## config.mk

```make
export PLATFORM = sky130hd
export DESIGN_NAME = differentiator
export DESIGN_NICKNAME = d
export VERILOG_FILES = /design/src/rtl/differentiator.sv
export SDC_FILE = /design/constraint.sdc
export NUM_CORES = 1
export LEC_CHECK = 0
export ABC_CLOCK_PERIOD_IN_PS = 20200
export BUFFER_PORTS_ARGS = -buffer_cell sky130_fd_sc_hd__buf_2
export CAP_MARGIN = 10
export CORE_AREA = 4 4 208 210
export CTS_CLUSTER_DIAMETER = 50
export DETAILED_ROUTE_END_ITERATION = 16
export DIE_AREA = 0 0 212 214
export PLACE_DENSITY = 0.62
export SYNTH_ARGS = -nofsm -noshare
export SYNTH_HDL_FRONTEND = slang
export SYNTH_SLANG_ARGS = --single-unit
```

## constraint.sdc

```tcl
create_clock -name clk -period 20.2 [get_ports clk]
set_clock_uncertainty 0.1 [all_clocks]
set_input_delay 6.06 -clock clk [delete_from_list [all_inputs] [get_ports clk]]
set_output_delay 6.06 -clock clk [all_outputs]
set_load 0.01 [all_outputs]
```

## src/rtl/differentiator.sv

```systemverilog
// -----------------------------------------------------------------------------
// differentiator
//   Finite-difference differentiator on IEEE-754 single-precision samples:
//       out = (x[n] - x[n-1]) * 2^DT_SHIFT
//   Stage 1 registers the difference d, and stage 2 registers the scaled result.
//   Multiplying by 2^DT_SHIFT is an exponent add that saturates to a signed
//   infinity. It also flushes zero and denormal differences to +0.
//
// Ports
//   clk        clock
//   reset      synchronous, active-high reset
//   in_valid   one-cycle strobe, x carries a new sample
//   x          IEEE-754 single sample
//   out_valid  one-cycle pulse when out/overflow are updated
//   out        IEEE-754 single derivative, holds between pulses
//   overflow   out is saturated or non-finite, updates with out_valid
//   primed     a previous sample is held, so derivatives will be produced
//
// The file also contains `add`, a combinational single-precision adder.
// It rounds to nearest-even and supports denormals.
// -----------------------------------------------------------------------------

// -----------------------------------------------------------------------------
// add
//   Combinational IEEE-754 single-precision adder.
//   o_sum = i_a + i_b, rounded to nearest-even.
//   NaN operands and inf + (-inf) return the quiet NaN 32'h7FC00000.
//   Results that are too large saturate to a signed infinity.
// Ports
//   i_a, i_b   operands
//   o_sum      rounded sum
// -----------------------------------------------------------------------------
module add (
    input  logic [31:0] i_a,
    input  logic [31:0] i_b,
    output logic [31:0] o_sum
);

    // Count the leading zeros of a 27-bit value. An all-zero value returns 27.
    function automatic logic [4:0] lzc27(input logic [26:0] v);
        logic [4:0] n;
        n = 5'd27;
        for (int i = 0; i < 27; i++) begin
            if (v[i]) begin
                n = 5'(26 - i);
            end
        end
        return n;
    endfunction

    function automatic logic is_nan(input logic [31:0] f);
        return (&f[30:23]) & (|f[22:0]);
    endfunction

    function automatic logic is_inf(input logic [31:0] f);
        return (&f[30:23]) & ~(|f[22:0]);
    endfunction

    logic [31:0] w_big;
    logic [31:0] w_small;
    logic [7:0]  w_eb;
    logic [7:0]  w_es;
    logic [7:0]  w_ediff;
    logic [26:0] w_mb;
    logic [26:0] w_ms;
    logic [26:0] w_ms_sh;
    logic        w_sub;
    logic [27:0] w_sum;
    logic [9:0]  w_exp;
    logic [4:0]  w_lz;
    logic [4:0]  w_shift;
    logic [26:0] w_norm;
    logic [7:0]  w_exp_field;
    logic        w_rnd;
    logic [30:0] w_packed;

    // Align, add or subtract, normalise and round. Special operands are resolved last.
    always_comb begin
        w_big       = i_a;
        w_small     = i_b;
        w_eb        = 8'd0;
        w_es        = 8'd0;
        w_ediff     = 8'd0;
        w_mb        = 27'd0;
        w_ms        = 27'd0;
        w_ms_sh     = 27'd0;
        w_sub       = 1'b0;
        w_sum       = 28'd0;
        w_exp       = 10'd0;
        w_lz        = 5'd0;
        w_shift     = 5'd0;
        w_norm      = 27'd0;
        w_exp_field = 8'd0;
        w_rnd       = 1'b0;
        w_packed    = 31'd0;
        o_sum       = 32'd0;

        // Put the larger magnitude in w_big, so that subtraction never goes negative.
        if (i_a[30:0] >= i_b[30:0]) begin
            w_big   = i_a;
            w_small = i_b;
        end else begin
            w_big   = i_b;
            w_small = i_a;
        end

        // Denormals use exponent 1 and have no hidden bit.
        // Each mantissa is followed by three guard/round/sticky bits.
        w_eb    = (w_big[30:23] == 8'd0) ? 8'd1 : w_big[30:23];
        w_es    = (w_small[30:23] == 8'd0) ? 8'd1 : w_small[30:23];
        w_mb    = {|w_big[30:23], w_big[22:0], 3'b000};
        w_ms    = {|w_small[30:23], w_small[22:0], 3'b000};
        w_ediff = w_eb - w_es;

        // Bits shifted out of the smaller operand are collapsed into the sticky bit.
        if (w_ediff >= 8'd27) begin
            w_ms_sh = {26'd0, |w_ms};
        end else begin
            w_ms_sh = (w_ms >> w_ediff) | {26'd0, |(w_ms & ~({27{1'b1}} << w_ediff))};
        end

        w_sub = w_big[31] ^ w_small[31];
        if (w_sub) begin
            w_sum = {1'b0, w_mb} - {1'b0, w_ms_sh};
        end else begin
            w_sum = {1'b0, w_mb} + {1'b0, w_ms_sh};
        end

        w_exp = {2'b00, w_eb};
        if (w_sum[27]) begin
            // Carry out: shift right by one and keep the lost bit as sticky.
            w_norm = {w_sum[27:2], w_sum[1] | w_sum[0]};
            w_exp  = w_exp + 10'd1;
        end else begin
            // Shift left, but stop at exponent 1, where the result becomes denormal.
            w_lz = lzc27(w_sum[26:0]);
            if (w_exp > {5'd0, w_lz}) begin
                w_shift = w_lz;
            end else begin
                w_shift = 5'(w_exp - 10'd1);
            end
            w_norm = w_sum[26:0] << w_shift;
            w_exp  = w_exp - {5'd0, w_shift};
        end

        // A missing hidden bit means a denormal, which uses exponent field 0.
        // A rounding carry propagates into the exponent field. This also turns
        // a denormal into the smallest normal, and turns 254 into infinity.
        w_exp_field = w_norm[26] ? w_exp[7:0] : 8'd0;
        w_rnd       = w_norm[2] & (w_norm[1] | w_norm[0] | w_norm[3]);
        w_packed    = {w_exp_field, w_norm[25:3]} + {30'd0, w_rnd};

        if (w_sum == 28'd0) begin
            o_sum = {w_big[31] & w_small[31], 31'd0};
        end else if (w_exp >= 10'd255) begin
            o_sum = {w_big[31], 8'hFF, 23'd0};
        end else begin
            o_sum = {w_big[31], w_packed};
        end

        if (is_nan(i_a) || is_nan(i_b)) begin
            o_sum = 32'h7FC00000;
        end else if (is_inf(i_a) && is_inf(i_b) && (i_a[31] != i_b[31])) begin
            o_sum = 32'h7FC00000;
        end else if (is_inf(i_a)) begin
            o_sum = i_a;
        end else if (is_inf(i_b)) begin
            o_sum = i_b;
        end else begin
            o_sum = o_sum;
        end
    end

endmodule

module differentiator #(
    parameter int DT_SHIFT = 10
) (
    input  logic        clk,
    input  logic        reset,
    input  logic        in_valid,
    input  logic [31:0] x,
    output logic        out_valid,
    output logic [31:0] out,
    output logic        overflow,
    output logic        primed
);

    typedef enum logic {
        ST_EMPTY = 1'b0,
        ST_RUN   = 1'b1
    } state_t;

    state_t      r_state;
    state_t      w_state_next;
    logic        w_load_s1;
    logic [31:0] r_x_prev;
    logic [31:0] r_d;
    logic        r_s1_valid;
    logic [31:0] r_out;
    logic        r_overflow;
    logic        r_out_valid;

    logic [31:0] w_neg_prev;
    logic [31:0] w_diff;
    logic [31:0] w_d;
    logic [7:0]  w_e;
    logic [8:0]  w_e_sum;
    logic [31:0] w_scaled;
    logic        w_scaled_ovf;

    // Subtract by adding the previous sample with its sign flipped.
    assign w_neg_prev = {~r_x_prev[31], r_x_prev[30:0]};

    add u_add (
        .i_a   (x),
        .i_b   (w_neg_prev),
        .o_sum (w_diff)
    );

    // Identical bit patterns give +0 directly. This includes identical NaNs.
    assign w_d = (x == r_x_prev) ? 32'h0 : w_diff;

    // State register.
    always_ff @(posedge clk) begin
        if (reset) begin
            r_state <= ST_EMPTY;
        end else begin
            r_state <= w_state_next;
        end
    end

    // Next state, and whether this strobe produces a derivative.
    always_comb begin
        w_state_next = r_state;
        w_load_s1    = 1'b0;
        case (r_state)
            ST_EMPTY: begin
                if (in_valid) begin
                    w_state_next = ST_RUN;
                end else begin
                    w_state_next = ST_EMPTY;
                end
            end
            ST_RUN: begin
                w_state_next = ST_RUN;
                if (in_valid) begin
                    w_load_s1 = 1'b1;
                end else begin
                    w_load_s1 = 1'b0;
                end
            end
            default: begin
                w_state_next = ST_EMPTY;
                w_load_s1    = 1'b0;
            end
        endcase
    end

    // Stage 1: hold the previous sample and register the difference.
    always_ff @(posedge clk) begin
        if (reset) begin
            r_x_prev   <= 32'h0;
            r_d        <= 32'h0;
            r_s1_valid <= 1'b0;
        end else begin
            if (in_valid) begin
                r_x_prev <= x;
            end
            if (w_load_s1) begin
                r_d <= w_d;
            end
            r_s1_valid <= w_load_s1;
        end
    end

    // Compute the exponent sum 9 bits wide, so that saturation is detected before wrap.
    assign w_e     = r_d[30:23];
    assign w_e_sum = {1'b0, w_e} + 9'(DT_SHIFT);

    // Stage 2 combinational: scale by 2^DT_SHIFT, with flush and saturation.
    always_comb begin
        w_scaled     = 32'h0;
        w_scaled_ovf = 1'b0;
        if (w_e == 8'd0) begin
            w_scaled     = 32'h0;
            w_scaled_ovf = 1'b0;
        end else if (w_e == 8'hFF) begin
            w_scaled     = r_d;
            w_scaled_ovf = 1'b1;
        end else if (w_e_sum >= 9'd255) begin
            w_scaled     = {r_d[31], 8'hFF, 23'd0};
            w_scaled_ovf = 1'b1;
        end else begin
            w_scaled     = {r_d[31], w_e_sum[7:0], r_d[22:0]};
            w_scaled_ovf = 1'b0;
        end
    end

    // Stage 2 register. out and overflow only change on a valid stage-1 result.
    always_ff @(posedge clk) begin
        if (reset) begin
            r_out       <= 32'h0;
            r_overflow  <= 1'b0;
            r_out_valid <= 1'b0;
        end else begin
            r_out_valid <= r_s1_valid;
            if (r_s1_valid) begin
                r_out      <= w_scaled;
                r_overflow <= w_scaled_ovf;
            end
        end
    end

    assign out       = r_out;
    assign overflow  = r_overflow;
    assign out_valid = r_out_valid;
    assign primed    = (r_state == ST_RUN);

endmodule

```

==> results.yml, run 1 <==
outcome:
  outcome: "completed"
yosys:
  ys.flop_type: "dfxtp_1"
  yosys_warnings: 0
  ys_ff_latch: 100
  synth.top_cell.area_share: 0.122
  syn_area_um2: 16400
  netlist_instances: 2375
  async_flop_share: 0
  yosys.area.top_type: "dfxtp_1"
  seq_area_frac_synth: 0.122
  synth-edff-count: 0
  syn_nets: 2518
  avgSynthCellArea_um2: 6.90
  synth_area_leaders: "dfxtp_1 12%, ha_1 8.0%, nor2_1 6.7%"
  synth_common_cells: "293 x nor2_1, 221 x nand2_1, 191 x a21oi_1"
  synth.most_common_cell: "nor2_1"
  yosysUniqueCellTypes: 113
worst_setup_path:
  startpoint_type: "input port"
  path_buf_inv: 9
  cpMaxStageDelayCell: "a221o_1"
  path_class: "input port to flop"
  cp_common_cell: "buf_4"
  critical_path.top_delay_family: "compound AO/OA/AOI/OAI gates"
  cpPeakStageDelay_ns: 0.46
  crit_fanout: 13
  cp.required_ns: 20.34
  endpoint_kind: "flop"
  crit_arrival_ns: 19.53
cts:
  ctsHoldBuffers: 0
  cts_buffers: 9
  clockBufferDepth: 2
  root_buffer: "clkbuf_16"
  clock_latency_ns: 0.39
  tritoncts: "yes"
  clock-sinks: 100
  path_clk_slew_ns: 0.07
  h-tree-depth: 3
drt:
  drt-met1-wl_um: 29300
  highest_layer: "met5"
  drtPass1Iterations: 6
  ant_nets: 0
  routed_wl_um: 72200
  num_vias: 19800
  routed-wl-met3_um: 6160
  routed_via_density: 6.49
  drtIter0Drc: 2371
  routed-wl-met2_um: 32400
  route.detailed.drc: 0
  routedWlPerCell_um: 23.7
final_layout:
  diodes: 0
  layoutNonFillerInstCount: 3052
  fin_nets: 2652
  area_growth_pct: 14.7
  num-fill-cells: 4310
  drive_gt1_frac: 0.167
floorplanning:
  coreArea_um2: 41600
  num_rows: 75
  start_util: 0.394
  die_y_um: 214
  pin_count: 70
  die_x_um: 212
  die_area_um2: 45400
power_and_ir_drop:
  leakage_nw: 7.74
  peakVddDrop_mv: 0.0486
  power_mw: 1.95
  p_per_area_nw_per_um2: 104
timing:
  setup_ws_ns: 0.815
  setup_violations: 0
  max_freq_ghz: 0.0516
  tns_ns: 0
  fin_crit_ns: 19.38
  tightest_slew_ns: 1.24
  relSlewSlack: 0.165
  drv_slew: 0
  finalHoldViolations: 0
  min_period_over_period: 0.960
global_routing:
  grt_pass1_wl_um: 111000
  grt_pass1_vias: 18600
  grt_start_max_net_pins: 88
  antenna_found_initial: 1
  track_usage: 0.306
  grt-ovfl-total: 0
place:
  io_buffers: 69
  dpl.hpwl_um: 57900
  dp_cells: 3034
  place_ws_ns: 0.148
  routabilityCongestion: 1.05
flow_run:
  maxCapViolCount: 0
min_path:
  hold_path_class: "flop to flop"
-- worst min-delay path: cells and delay by family, from the launching register on --
family          cells  cell delay (ns)
simple gates        1             0.05
flops               1             0.31
compound gates      1             0.05
-- repair_timing --
action,4_1_cts,5_1_grt
endpoints found under the setup margin,0,31
buffers inserted,0,3
gates resized for setup,0,29
-- metal layers --
layer	vias to the layer above	GRT usage
li1	9131	-
met1	9359	0.402
met2	1058	0.479
met3	245	0.0549
met4	2	0.153
met5	-	0
-- flip-flops by register name, indices dropped and copies added (netlist names) --
| register | cells |
|---|---|
| r_x_prev | 32 |
| r_s1_valid | 1 |
| r_d | 32 |
| primed | 1 |
| out | 32 |
| out_valid | 1 |
| overflow | 1 |
-- power by group --
group	switching, mW	leakage (nW)	internal (mW)	total [mW]
logic	0.985	6.79	0.560	1.54
clock network	0.0908	0.142	0.0885	0.179
registers	0.0149	0.815	0.209	0.224
total	1.09	7.74	0.858	1.95
-- cell families after synthesis --
group           count (synthesis)  synth area share
compound gates                779             0.329
xor+xnor                       69            0.0373
fa+ha+maj                     108            0.0838
buf+inv                       252            0.0638
flops                         100             0.122
mux                           112            0.0764
simple gates                  955             0.288
-- per-stage QoR --
step / area, µm² / util / hold slack [ns]
2_1_floorplan: 16400 / - / 0.332
3_3_place_gp: 18400 / 0.442 / 0.345
5_1_grt: 18800 / 0.452 / 0.376
4_1_cts: 18700 / 0.449 / 0.355
6_report: 18800 / 0.452 / 0.352
3_5_place_dp: 18400 / 0.442 / 0.347
-- layout make-up --
type / count / area, µm² / area share
Clock buffer: 10 / 239 / 0.0127
Clock inverter: 5 / 42.5 / 0.00226
Multi-Input combinational cell: 2023 / 13500 / 0.720
Inverter: 110 / 418 / 0.0222
Tap cell: 539 / 674 / 0.0359
Sequential cell: 100 / 2000 / 0.106
Timing Repair Buffer: 265 / 1880 / 0.100
-- cell usage in the layout (no fill, tap or decap), types with 19 or more instances in the layout --
master    instances
nor2_1          289
nand2_1         218
buf_4           191
a21oi_1         188
o21ai_0         145
inv_1           107
ha_1            104
dfxtp_1         100
mux2i_1          87
nand3_1          85
nor3_1           71
buf_2            69
nand4_1          46
xnor2_1          46
nor2b_1          38
o211ai_1         38
nand2b_1         37
a22oi_1          34
a21o_1           32
nor4_1           30
or3_1            27
o21a_1           26
a211oi_1         26
o22ai_1          23
a31oi_1          19
-- path summary, 6_finish.rpt --
kind | endpoint | cells past startpoint | start | slack [ns]
min reg2reg | r_d[11] | 2 | r_d[11] | 0.35
max | r_d[24] | 64 | x[12] | 0.82
min | r_d[11] | 2 | r_d[11] | 0.35
max reg2reg | r_d[24] | 64 | r_x_prev[12] | 5.94
No activity file was read; power rests on OpenSTA's default activity.
==> run 2, diff against run 1 <==
--- a/config.mk
+++ b/config.mk
@@ -8,11 +8,11 @@
 export ABC_CLOCK_PERIOD_IN_PS = 20200
 export BUFFER_PORTS_ARGS = -buffer_cell sky130_fd_sc_hd__buf_2
 export CAP_MARGIN = 10
-export CORE_AREA = 4 4 208 210
+export CORE_AREA = 4 4 175 177
 export CTS_CLUSTER_DIAMETER = 50
 export DETAILED_ROUTE_END_ITERATION = 16
-export DIE_AREA = 0 0 212 214
-export PLACE_DENSITY = 0.62
+export DIE_AREA = 0 0 179 181
+export PLACE_DENSITY = 0.82
 export SYNTH_ARGS = -nofsm -noshare
 export SYNTH_HDL_FRONTEND = slang
 export SYNTH_SLANG_ARGS = --single-unit
==> run 2 against run 1 <==
Against the previous run: fmax fell by 1.2%; setup slack got worse by 0.24 ns; global-route usage is 9.6 points higher; clock power is 2% lower; clock-buffer cell count fell by 1; critical path type unchanged; highest routed layer is now met4; sequential cell count is the same.
==> results.yml, run 2 (synthesized netlist as in run 1, its figures left out) <==
power_and_ir_drop:
  p_switching_mw: 1.06
  seq_power_share: 0.119
  peakVddDrop_mv: 0.0470
  switching_share: 0.566
  combPwrFrac: 0.788
  p_clk_frac: 0.093
  p_per_area_nw_per_um2: 103
  leakage_nw: 7.49
  p_int_mw: 0.818
  power_mw: 1.88
floorplanning:
  start_util: 0.560
  die_x_um: 179
  num_rows: 63
  pin_count: 70
  coreArea_um2: 29200
  die_y_um: 181
  die_area_um2: 32400
cts:
  clock-sinks: 100
  tritoncts: "yes"
  clock_latency_ns: 0.38
  cts_buffers: 9
  h-tree-depth: 3
  path_clk_slew_ns: 0.08
  root_buffer: "clkbuf_16"
  clockBufferDepth: 2
timing:
  drv_slew: 0
  whs_ns: 0.353
  fin_crit_ns: 19.63
  setup_violations: 0
  tightest_slew_ns: 1.13
  max_freq_ghz: 0.0509
  finalHoldViolations: 0
  relSlewSlack: 0.246
  min_period_over_period: 0.972
worst_setup_path:
  cp_common_cell: "buf_4"
  startpoint_type: "input port"
  crit_fanout: 18
  critical_path.top_delay_family: "compound AO/OA/AOI/OAI gates"
  cpMaxStageDelayCell: "xnor2_1"
  cpPeakStageDelay_ns: 0.89
  path_buf_inv: 10
  endpoint_kind: "flop"
  cp.required_ns: 20.39
  path_class: "input port to flop"
  crit_arrival_ns: 19.82
drt:
  route.detailed.drc: 0
  routedWlPerCell_um: 23.7
  ant_nets: 0
  routed_via_density: 7.01
  routed_wl_um: 67600
  drtPass1Iterations: 8
  drtIter0Drc: 2537
  num_vias: 20000
global_routing:
  track_usage: 0.401
  grt_pass1_wl_um: 105000
  antenna_found_initial: 0
  grt-ovfl-total: 0
  grt_pass1_vias: 18700
  grt_start_max_net_pins: 88
place:
  io_buffers: 69
  routabilityCongestion: 1.08
  dpl.hpwl_um: 53200
final_layout:
  area_growth_pct: 11.8
  drive_gt1_frac: 0.155
  final_common_cell: "nor2_1"
  diodes: 0
  fin_nets: 2603
  most-common-layout-cells: "289 x nor2_1, 216 x nand2_1, 185 x a21oi_1, 145 x o21ai_0, 142 x buf_4"
  final_core_util: 0.627
min_path:
  hold_path_class: "flop to flop"
outcome:
  outcome: "completed"
flow_run:
  maxCapViolCount: 0
[run 2: timing repair]
item | in CTS | in global routing
endpoints found under the setup margin | 1 | 31
hold buffers | 0 | 0
buffers inserted | 0 | 12
pin swaps | 0 | 13
gates resized for setup | 1 | 52
gates cloned | 0 | 1
[run 2: final cells by class]
| class | instances | area (µm²) |
|---|---|---|
| multi-input cells | 2024 | 13700 |
| fillers | 2739 | 10900 |
| flip-flops and latches | 100 | 2000 |
| repair buffers | 215 | 1470 |
| well taps | 390 | 488 |
| inverters | 110 | 418 |
| clock buffers | 9 | 225 |
| clock inverters | 7 | 65.1 |
[run 2: worst register-to-register path: cells and delay by family (launching register included)]
family / cells / cell delay [ns]
multiplexers: 1 / 0.35
flip-flops: 1 / 0.51
buffers and inverters: 10 / 1.66
XOR/XNOR: 1 / 0.89
AO/OA/AOI/OAI: 27 / 6.72
adder cells (fa/ha/maj): 4 / 1.12
AND/OR/NAND/NOR: 15 / 3.05
[run 2: final timing paths]
path / from / endpoint / slack [ns] / cells after the start
worst max-delay path: x[12] / r_d[28] / 0.57 / 58
worst min-delay path: r_d[11] / r_d[11] / 0.35 / 2
worst max register to register: r_x_prev[12] / r_d[28] / 5.69 / 58
worst min register to register: r_d[11] / r_d[11] / 0.35 / 2
[run 2: power by group through the flow]
stage          Combinational [mW]  Sequential (mW)  Clock [mW]
5_1_grt                      1.57            0.226       0.188
2_1_floorplan               0.948            0.222           0
3_5_place_dp                 1.38            0.228           0
3_3_place_gp                 1.37            0.228           0
4_1_cts                      1.39            0.224       0.177
6_report                     1.48            0.224       0.175
[run 2: per-layer routing]
layer	track usage	part of all wire
met3	0.0711	0.097
met2	0.633	0.44
met5	0	0
met4	0.236	0.077
met1	0.509	0.39
[run 2: per-stage QoR]
| stage | setup slack, ns | area [µm²] | instances | setup TNS (ns) |
|---|---|---|---|---|
| finish | 0.573 | 18300 | 2855 | 0 |
| global route | -0.159 | 18300 | 2855 | -1.96 |
| CTS | 0.231 | 18000 | 2842 | 0 |
| detailed placement | -0.359 | 17700 | 2826 | -4.23 |
| global placement | -0.119 | 17700 | 2826 | -0.241 |
| floorplan | 0.00579 | 16400 | 2375 | 0 |
